### config.mk
export PLATFORM = sky130hd
export DESIGN_NAME = mini_src_control_unit
export DESIGN_NICKNAME = d
export VERILOG_FILES = /design/src/rtl/mini_src_control_unit.sv
export SDC_FILE = /design/constraint.sdc
export NUM_CORES = 1
export LEC_CHECK = 0
export CORE_ASPECT_RATIO = 0.9
export CORE_UTILIZATION = 34
export CTS_BUF_LIST = sky130_fd_sc_hd__clkbuf_4 sky130_fd_sc_hd__clkbuf_8 sky130_fd_sc_hd__clkbuf_16
export CTS_CLUSTER_SIZE = 20
export DETAILED_ROUTE_END_ITERATION = 8
export PLACE_DENSITY = 0.67
export SYNTH_ARGS = -nofsm -noshare
export SYNTH_HDL_FRONTEND = slang
export SYNTH_SLANG_ARGS = --single-unit
### constraint.sdc
create_clock -name clock -period 2.21 [get_ports clock]
set_input_delay 0.221 -clock clock [delete_from_list [all_inputs] [get_ports clock]]
set_output_delay 0.221 -clock clock [all_outputs]
set_load 0.01 [all_outputs]
### src/rtl/mini_src_control_unit.sv
// Hardwired T-step control FSM for the Mini SRC CPU: fetch, per-opcode execute, halt.
// Optional single-step boundary wait is compiled in with `define CU_SINGLE_STEP_EN.
module mini_src_control_unit #(
    parameter int MEM_WAIT = 1
) (
    input  logic        clock,
    input  logic        clear,
    input  logic [31:0] IR,
    input  logic        CONFF_out,
    input  logic        stop,
`ifdef CU_SINGLE_STEP_EN
    input  logic        step,
`endif
    output logic        Gra,
    output logic        Grb,
    output logic        Grc,
    output logic        Rin,
    output logic        Rout,
    output logic        BAout,
    output logic        PCout_en,
    output logic        IncPC,
    output logic        PC_en,
    output logic        IR_en,
    output logic        Yin,
    output logic        HIout,
    output logic        HIin,
    output logic        LOout,
    output logic        LOin,
    output logic        Cout,
    output logic        Zhighout,
    output logic        Zlowout,
    output logic        Zin,
    output logic        MDRout,
    output logic        MDRin,
    output logic        MARin,
    output logic        memRead,
    output logic        memWrite,
    output logic        inPort_en,
    output logic        outPort_en,
    output logic        inPortOut,
    output logic        CONin,
    output logic [4:0]  opcode,
    output logic        run
);

    typedef enum logic [3:0] {
        S_RESET, S_F0, S_FW, S_F1, S_F2,
        S_E0, S_E1, S_E2, S_EW, S_E3, S_E4,
        S_HALT, S_STEP
    } state_t;

    localparam logic [4:0] OP_LD = 5'd0, OP_LDI = 5'd1, OP_ST = 5'd2, OP_ADD = 5'd3;
    localparam logic [4:0] OP_AND = 5'd5, OP_OR = 5'd6;
    localparam logic [4:0] OP_ADDI = 5'd12, OP_ANDI = 5'd13, OP_ORI = 5'd14;
    localparam logic [4:0] OP_MUL = 5'd15, OP_DIV = 5'd16, OP_NEG = 5'd17, OP_NOT = 5'd18;
    localparam logic [4:0] OP_BR = 5'd19, OP_JR = 5'd20, OP_JAL = 5'd21, OP_IN = 5'd22;
    localparam logic [4:0] OP_OUT = 5'd23, OP_MFHI = 5'd24, OP_MFLO = 5'd25, OP_HALT = 5'd27;
    localparam logic [1:0] WLAST = (MEM_WAIT > 0) ? 2'(MEM_WAIT - 1) : 2'd0;

    state_t     state, nxt, boundary;
    logic [1:0] wcnt;
    logic [4:0] op_q, cur_op;
    logic [2:0] k, last;
    logic       unused_ir;

    assign unused_ir = ^IR[26:0];

    // E0 decodes the IR that was just latched; later steps use the copy taken at E0.
    assign cur_op = (state == S_E0) ? IR[31:27] : op_q;

    function automatic logic [2:0] exec_idx(input state_t s);
        case (s)
            S_E1:    return 3'd1;
            S_E2:    return 3'd2;
            S_E3:    return 3'd3;
            S_E4:    return 3'd4;
            default: return 3'd0;
        endcase
    endfunction

    function automatic logic [2:0] last_step(input logic [4:0] op);
        case (op) inside
            OP_LD, OP_ST:            return 3'd4;
            OP_LDI, [OP_ADD:OP_ORI]: return 3'd2;
            OP_MUL, OP_DIV, OP_BR:   return 3'd3;
            OP_NEG, OP_NOT, OP_JAL:  return 3'd1;
            default:                 return 3'd0;
        endcase
    endfunction

    function automatic state_t exec_state(input logic [2:0] idx);
        case (idx)
            3'd1:    return S_E1;
            3'd2:    return S_E2;
            3'd3:    return S_E3;
            3'd4:    return S_E4;
            default: return S_E0;
        endcase
    endfunction

    always_comb begin
`ifdef CU_SINGLE_STEP_EN
        boundary = stop ? S_HALT : S_STEP;
`else
        boundary = stop ? S_HALT : S_F0;
`endif
        k    = exec_idx(state);
        last = last_step(cur_op);
        nxt  = state;
        case (state)
            S_RESET: nxt = S_F0;
            S_F0:    nxt = (MEM_WAIT == 0) ? S_F1 : S_FW;
            S_FW:    nxt = (wcnt == WLAST) ? S_F1 : S_FW;
            S_F1:    nxt = S_F2;
            S_F2:    nxt = S_E0;
            S_EW:    nxt = (wcnt == WLAST) ? S_E3 : S_EW;
            S_E0, S_E1, S_E2, S_E3, S_E4: begin
                if (state == S_E0 && cur_op == OP_HALT)
                    nxt = S_HALT;
                else if (k == last)
                    nxt = boundary;
                else if (cur_op == OP_LD && k == 3'd2 && MEM_WAIT != 0)
                    nxt = S_EW;
                else
                    nxt = exec_state(k + 3'd1);
            end
            S_HALT:  nxt = S_HALT;
`ifdef CU_SINGLE_STEP_EN
            S_STEP:  nxt = stop ? S_HALT : (step ? S_F0 : S_STEP);
`endif
            default: nxt = S_RESET;
        endcase
    end

    always_ff @(posedge clock) begin
        if (clear) begin
            state <= S_RESET;
            wcnt  <= 2'd0;
        end else begin
            state <= nxt;
            wcnt  <= (nxt == state && (state == S_FW || state == S_EW)) ? wcnt + 2'd1 : 2'd0;
        end
        if (state == S_E0)
            op_q <= IR[31:27];
    end

    always_comb begin
        {Gra, Grb, Grc, Rin, Rout, BAout, PCout_en, IncPC, PC_en, IR_en, Yin, HIout, HIin,
         LOout, LOin, Cout, Zhighout, Zlowout, Zin, MDRout, MDRin, MARin, memRead, memWrite,
         outPort_en, inPortOut, CONin} = '0;
        inPort_en = (state != S_RESET);
        run       = (state != S_RESET && state != S_HALT);
        opcode    = (state == S_RESET || state == S_HALT || state == S_STEP) ? 5'd0 : IR[31:27];
        case (state)
            S_F0: begin PCout_en = 1'b1; MARin = 1'b1; IncPC = 1'b1; PC_en = 1'b1; end
            S_FW, S_EW: memRead = 1'b1;
            S_F1: begin memRead = 1'b1; MDRin = 1'b1; end
            S_F2: begin MDRout = 1'b1; IR_en = 1'b1; end
            S_E0: case (cur_op) inside
                OP_LD, OP_LDI, OP_ST: begin Grb = 1'b1; BAout = 1'b1; Yin = 1'b1; end
                [OP_ADD:OP_ORI]:      begin Grb = 1'b1; Rout = 1'b1; Yin = 1'b1; end
                OP_MUL, OP_DIV:       begin Gra = 1'b1; Rout = 1'b1; Yin = 1'b1; end
                OP_NEG, OP_NOT:       begin Grb = 1'b1; Rout = 1'b1; Zin = 1'b1; end
                OP_BR:   begin Gra = 1'b1; Rout = 1'b1; CONin = 1'b1; end
                OP_JR:   begin Gra = 1'b1; Rout = 1'b1; PC_en = 1'b1; end
                OP_JAL:  begin PCout_en = 1'b1; Grb = 1'b1; Rin = 1'b1; end
                OP_IN:   begin inPortOut = 1'b1; Gra = 1'b1; Rin = 1'b1; end
                OP_OUT:  begin Gra = 1'b1; Rout = 1'b1; outPort_en = 1'b1; end
                OP_MFHI: begin HIout = 1'b1; Gra = 1'b1; Rin = 1'b1; end
                OP_MFLO: begin LOout = 1'b1; Gra = 1'b1; Rin = 1'b1; end
                default: ;
            endcase
            S_E1: case (cur_op) inside
                OP_LD, OP_LDI, OP_ST: begin Cout = 1'b1; Zin = 1'b1; opcode = OP_ADD; end
                [OP_ADD:5'd11]:       begin Grc = 1'b1; Rout = 1'b1; Zin = 1'b1; end
                [OP_ADDI:OP_ORI]: begin
                    Cout   = 1'b1;
                    Zin    = 1'b1;
                    opcode = (cur_op == OP_ADDI) ? OP_ADD : ((cur_op == OP_ANDI) ? OP_AND : OP_OR);
                end
                OP_MUL, OP_DIV: begin Grb = 1'b1; Rout = 1'b1; Zin = 1'b1; end
                OP_NEG, OP_NOT: begin Zlowout = 1'b1; Gra = 1'b1; Rin = 1'b1; end
                OP_BR:          begin PCout_en = 1'b1; Yin = 1'b1; end
                OP_JAL:         begin Gra = 1'b1; Rout = 1'b1; PC_en = 1'b1; end
                default: ;
            endcase
            S_E2: case (cur_op) inside
                OP_LD, OP_ST:            begin Zlowout = 1'b1; MARin = 1'b1; end
                OP_LDI, [OP_ADD:OP_ORI]: begin Zlowout = 1'b1; Gra = 1'b1; Rin = 1'b1; end
                OP_MUL, OP_DIV:          begin Zlowout = 1'b1; LOin = 1'b1; end
                OP_BR:                   begin Cout = 1'b1; Zin = 1'b1; opcode = OP_ADD; end
                default: ;
            endcase
            S_E3: case (cur_op) inside
                OP_LD:          begin memRead = 1'b1; MDRin = 1'b1; end
                OP_ST:          begin Gra = 1'b1; Rout = 1'b1; MDRin = 1'b1; end
                OP_MUL, OP_DIV: begin Zhighout = 1'b1; HIin = 1'b1; end
                OP_BR:          begin Zlowout = 1'b1; PC_en = CONFF_out; end
                default: ;
            endcase
            S_E4: case (cur_op) inside
                OP_LD:   begin MDRout = 1'b1; Gra = 1'b1; Rin = 1'b1; end
                OP_ST:   memWrite = 1'b1;
                default: ;
            endcase
            default: ;
        endcase
    end

endmodule

# == Yosys cells after proc, flatten, opt, wreduce, memory -nomap -nowiden ==
# Cells that the tools add are included.
# word_totals
reg_bits,11
word_cells,268
input_bits,36
# op_classes
magnitude_cmp,4
addsub,2
eq_ne,36
mux,198
n_bitwise,1
reduce_logical,24
# ops
operator,count
1-bit 2-to-1 mux,162
"5-bit equality test, second input constant",11
5-bit 2-to-1 mux,9
4-bit case mux with 8 select lines,1
"4-bit equality test, second input constant",5
"4-bit by 3-bit equality test with 1-bit output, second input constant",4
4-bit 2-to-1 mux,4
4-bit case mux with 4 select lines,1
"5-bit by 4-bit equality test with 1-bit output, second input constant",3
1-bit case mux with 2 select lines,7
3-bit 2-to-1 mux,4
1-bit case mux with 3 select lines,4
3-bit case mux with 4 select lines,1
3-bit OR reduction,4
"5-bit by 4-bit <= comparator with 1-bit output, second input constant",2
5-bit case mux with 2 select lines,1
2-bit OR reduction,5
"3-bit by 2-bit equality test with 1-bit output, second input constant",3
"4-bit by 2-bit equality test with 1-bit output, second input constant",2
1-bit case mux with 4 select lines,2
1-bit logical AND,7
"5-bit by 1-bit equality test with 1-bit output, second input constant",1
"5-bit by 2-bit equality test with 1-bit output, second input constant",1
"5-bit by 2-bit >= comparator with 1-bit output, second input constant",1
other kinds (18),20

# == Depth between registers and ports, before layout ==
# logic_depth
ltp_word,16
ltp_mapped,11
depth_no_buf,9

# == Least setup slack after synthesis ==
# No wires, ideal clock.
# synth_path
path_type,reg2reg
start,register state[3]
end,register state[1]
synth_period_minus_slack_ps,2270
path_buffers,1
stages_incl_launch_ff,9
setup_time_ps,120
setup_slack_ps,-60
arrival_time_ps,2150
cell_sequence,dfxtp_1 buf_2 and4bb_2 o21ai_0 o22ai_1 mux2_1 a22oi_4 mux2_4 o31a_1
# synth_between
elab_chain_cells,12
elab_cells_between_ends,50
cone_classes,1 x add/sub; 2 x order compare; 26 x eq/ne; 11 x mux; 10 x reduce/logical
# synth_lines
element,line,source
start: declaration,60,"state_t state, nxt, boundary;"
start signal: assignment,140,state <= nxt;
"parallel branches: the longest is 11 deep, another holds 3-bit by 1-bit adder with 3-bit output",--,
4-bit case mux with 8 select lines *,110,case (state)
# Mark *: on every way between the ends.
# A chain may end at the register's enable or synchronous reset.

# == Final worst setup path ==
# layout_path
start,register state[1]
end,register state[1]
# The elaborated chain is that of the path after synthesis.

==> summary.md <==
| Metric | Value |
|---|---|
| Synth Register Bits | `11` |
| Gate Count Post-Synth | `between 200 and 300` |
| F_max | `394 MHz` |
| Pins over their slew limit | `0` |
| Commonest non-fill, non-tap cell in the layout | `buf_4` |
| Synth Warn # | `0` |
| Final Cycle Share | `115%` |
| Final Instance Area | `3650 µm²` |
| Core area | `between 4000 and 5000 µm²` |
| Post-placement setup slack | `-0.543 ns` |
| RSZ-0062 raised after global routing | `yes` |
| Routed wire length on met2 | `approximately 4.6 mm` |
| Final WS setup | `-0.330 ns` |
| Worst Tran Pin Value | `approximately 0.5 ns` |
| Layout Utilization | `roughly three quarters` |
| Crit-path max FO | `5` |
| Max-cap violations | `0` |
| Placed inst area | `slightly below 3000 µm²` |
| Final ANT Viol Nets | `0` |
| Post-Synth XOR/XNOR Area | `about 1.5%` |
| Fin cells | `between 400 and 500` |
| Hold Path Depth | `1` |
| Initial antenna violation count | `0` |
| Port bufs | `42` |
| Pwr Density | `approximately 1100 nW/µm²` |
| Synth Area in Simple Gates | `a little under two fifths` |
| Distinct cells, synth | `65` |
| Area grow syn2layout | `104%` |
| Outcome | `finished, violations left` |
| Vias in the first global route | `around 2800` |
| DRC Markers | `0` |
| DP HPWL | `around 5.6 mm` |
| Finish-stage setup viols | `27` |
| DRT iter0 DRCs | `around 530` |
| Die width | `~80 µm` |
| Wirelength per Cell | `21.0 µm` |
| Initial Util | `between 30% and 40%` |
| Worst-Skew Late Latency | `between 0.2 and 0.3 ns` |
| Total CTS buffers | `3` |
| GP Congestion | `0.971` |
| Row count | `24` |
| # IOs | `70` |
| Max rail drop VDD | `between 0.8 and 0.9 mV` |
| CTS Root Cell | `clkbuf_8` |
| Final Net Count | `456` |
| N_diodes | `0` |
| Static Leak | `~1.6 nW` |
| Worst Reg-to-Reg Cells | `9` |
| Drt first pass iters | `6` |
| Final Hold Viols | `0` |
| Commonest non-fill, non-tap cells in the layout | `buf_4, buf_6, buf_2, nor2_1, nand2_1` |
| Synth Net Count | `slightly above 300` |
| Wl on met1 | `3.89 mm` |
| Clock Sinks | `11` |
| Top Layer Used | `met4` |
| Post-Syn Area | `around 1800 µm²` |
| Min Tclk post-route | `~2.5 ns` |
| Post-synth EDFFs | `0` |
| Adder-Cell Fraction of Synth Area | `1.39%` |
| Crit end category | `flop` |
| Setup crit start kind | `flop` |
| Worst slew margin | `between 60 and 70%` |
| Final hold slack | `roughly 0.41 ns` |
| First-pass GRT wire length | `~14 mm` |
| Mux cell area share after synthesis | `8.86%` |
| Synth Area in Compound Gates | `between 20% and 30%` |
| DR WL met3 | `1.07 mm` |
| Post-synth ARST share | `0%` |
| Layout cell share with drive strength beyond 1 | `around three fifths` |
| Register area share after synthesis | `between 10% and 20%` |
| Worst Path Required | `approximately 2.4 ns` |
| Syn Area/Cell | `6.60 µm²` |
| # H-tree levels | `1` |
| Failing checks | `setup timing` |
| Worst Path Arrival | `2.69 ns` |
| CTS Hold Buffers Added | `0` |
| Post-Route WL | `10.1 mm` |
| Cells after DPL | `approximately 450` |
| Global route overflow | `0` |
| Top FF cell, synth | `dfxtp_1` |
| Worst hold path type | `reg -> reg` |
| CTS tree | `yes` |
| Via count | `slightly above 3000` |
| Critical path type | `reg -> reg` |
| Largest net degree at the start of global routing | `20` |
| Die Ht | `70.9 µm` |
| Clk_skew | `0.00339 ns` |
| Clock-pin slew on the worst setup and hold paths | `around 0.060 ns` |
| Largest family of logic cells by synthesized area | `simple AND/OR/NAND/NOR gates` |
| Total routing usage reported by global routing | `between 30 and 40%` |
| DR vias/cell | `6.35` |
| Fillers | `~330` |
| Deepest clock path buffer count | `2` |
| Die area | `5570 µm²` |
## registers in the layout, indices dropped and copies added (netlist names)
register	cells
wcnt	2
op_q	5
state	4
## logic make-up (layout without fill, tap and decap cells)
kind of cell             after synthesis  in the layout
AO/OA/AOI/OAI                         76             76
XOR/XNOR                               3              3
adder cells (fa/ha/maj)                2              2
buffers and inverters                 37            182
flip-flops                            11             11
multiplexers                          12             12
AND/OR/NAND/NOR                      131            131
## synth_stat cells, types with 3 or more instances
| master | instances | area share [%] |
|---|---|---|
| nor3b_1 | 5 | 2.1 |
| o22ai_1 | 3 | 1.0 |
| nand2b_1 | 3 | 1.0 |
| inv_1 | 13 | 2.7 |
| clkbuf_1 | 14 | 2.9 |
| a21o_1 | 3 | 1.3 |
| or2_2 | 3 | 1.0 |
| or3_1 | 3 | 1.0 |
| a21oi_1 | 22 | 6.1 |
| buf_2 | 3 | 0.84 |
| nor3_1 | 13 | 3.6 |
| dfxtp_1 | 11 | 12 |
| nor2_1 | 34 | 7.1 |
| nand3_1 | 18 | 5.0 |
| mux2_2 | 3 | 1.9 |
| and2_1 | 3 | 1.0 |
| nand2_1 | 27 | 5.6 |
| nor4_1 | 5 | 1.7 |
| o31ai_1 | 3 | 1.3 |
| o21ai_0 | 16 | 4.5 |
| o211ai_1 | 3 | 1.3 |
| a31oi_1 | 3 | 1.0 |
| mux2i_2 | 3 | 2.3 |
## worst max-delay path: stages (launching register included)
cell	delay (ns)
dfxtp_2	0.34
nand4bb_4	0.27
buf_12	0.18
mux2_4	0.33
buf_12	0.14
o211ai_1	0.27
a2bb2oi_4	0.11
a22oi_4	0.23
mux2_4	0.32
o31a_1	0.23
## routing by layer
metal | GRT usage [%] | up-vias
met3 | 4.77 | 70
li1 | - | 1287
met1 | 43.2 | 1418
met5 | 0 | -
met4 | 19.1 | 0
met2 | 53.7 | 288
## final timing paths
check | startpoint | endpoint | slack (ns)
setup / recovery | state[1] | state[1] | -0.33
hold / removal | wcnt[0] | wcnt[0] | 0.41
setup reg to reg | state[1] | state[1] | -0.33
hold reg to reg | wcnt[0] | wcnt[0] | 0.41
## where the power goes
| part | leakage, nW | internal, W | switching [W] |
|---|---|---|---|
| Clock | 0.0262 | 0.000140 | 0.000105 |
| Combinational | 1.51 | 0.00171 | 0.00183 |
| Sequential | 0.0925 | 0.000270 | 0.0000815 |
## stage by stage
step	total power, W	setup TNS [ns]
2_1_floorplan	0.00155	-0.0357
4_1_cts	0.00362	-3.28
3_3_place_gp	0.00275	-11.54
3_5_place_dp	0.00275	-12.00
6_report	0.00414	-4.95
5_1_grt	0.00430	-6.74
## area by class of cell
| class | count | area [µm²] | share of cell area (%) |
|---|---|---|---|
| inverters | 15 | 58.8 | 1.61 |
| multi-input cells | 224 | 1860 | 51.0 |
| clock buffers | 4 | 48.8 | 1.34 |
| repair buffers | 163 | 1370 | 37.6 |
| flip-flops and latches | 11 | 225 | 6.17 |
| well taps | 65 | 81.3 | 2.23 |
## timing repair
item                                   in CTS  in global routing
cloned                                      1                  0
endpoints found under the hold margin       0                  0
gates resized for setup                   204                 58
buffers inserted                           23                 17
pin swaps                                  47                 30
setup endpoints to repair                  34                 35
Power figures use the tool's default switching activity.
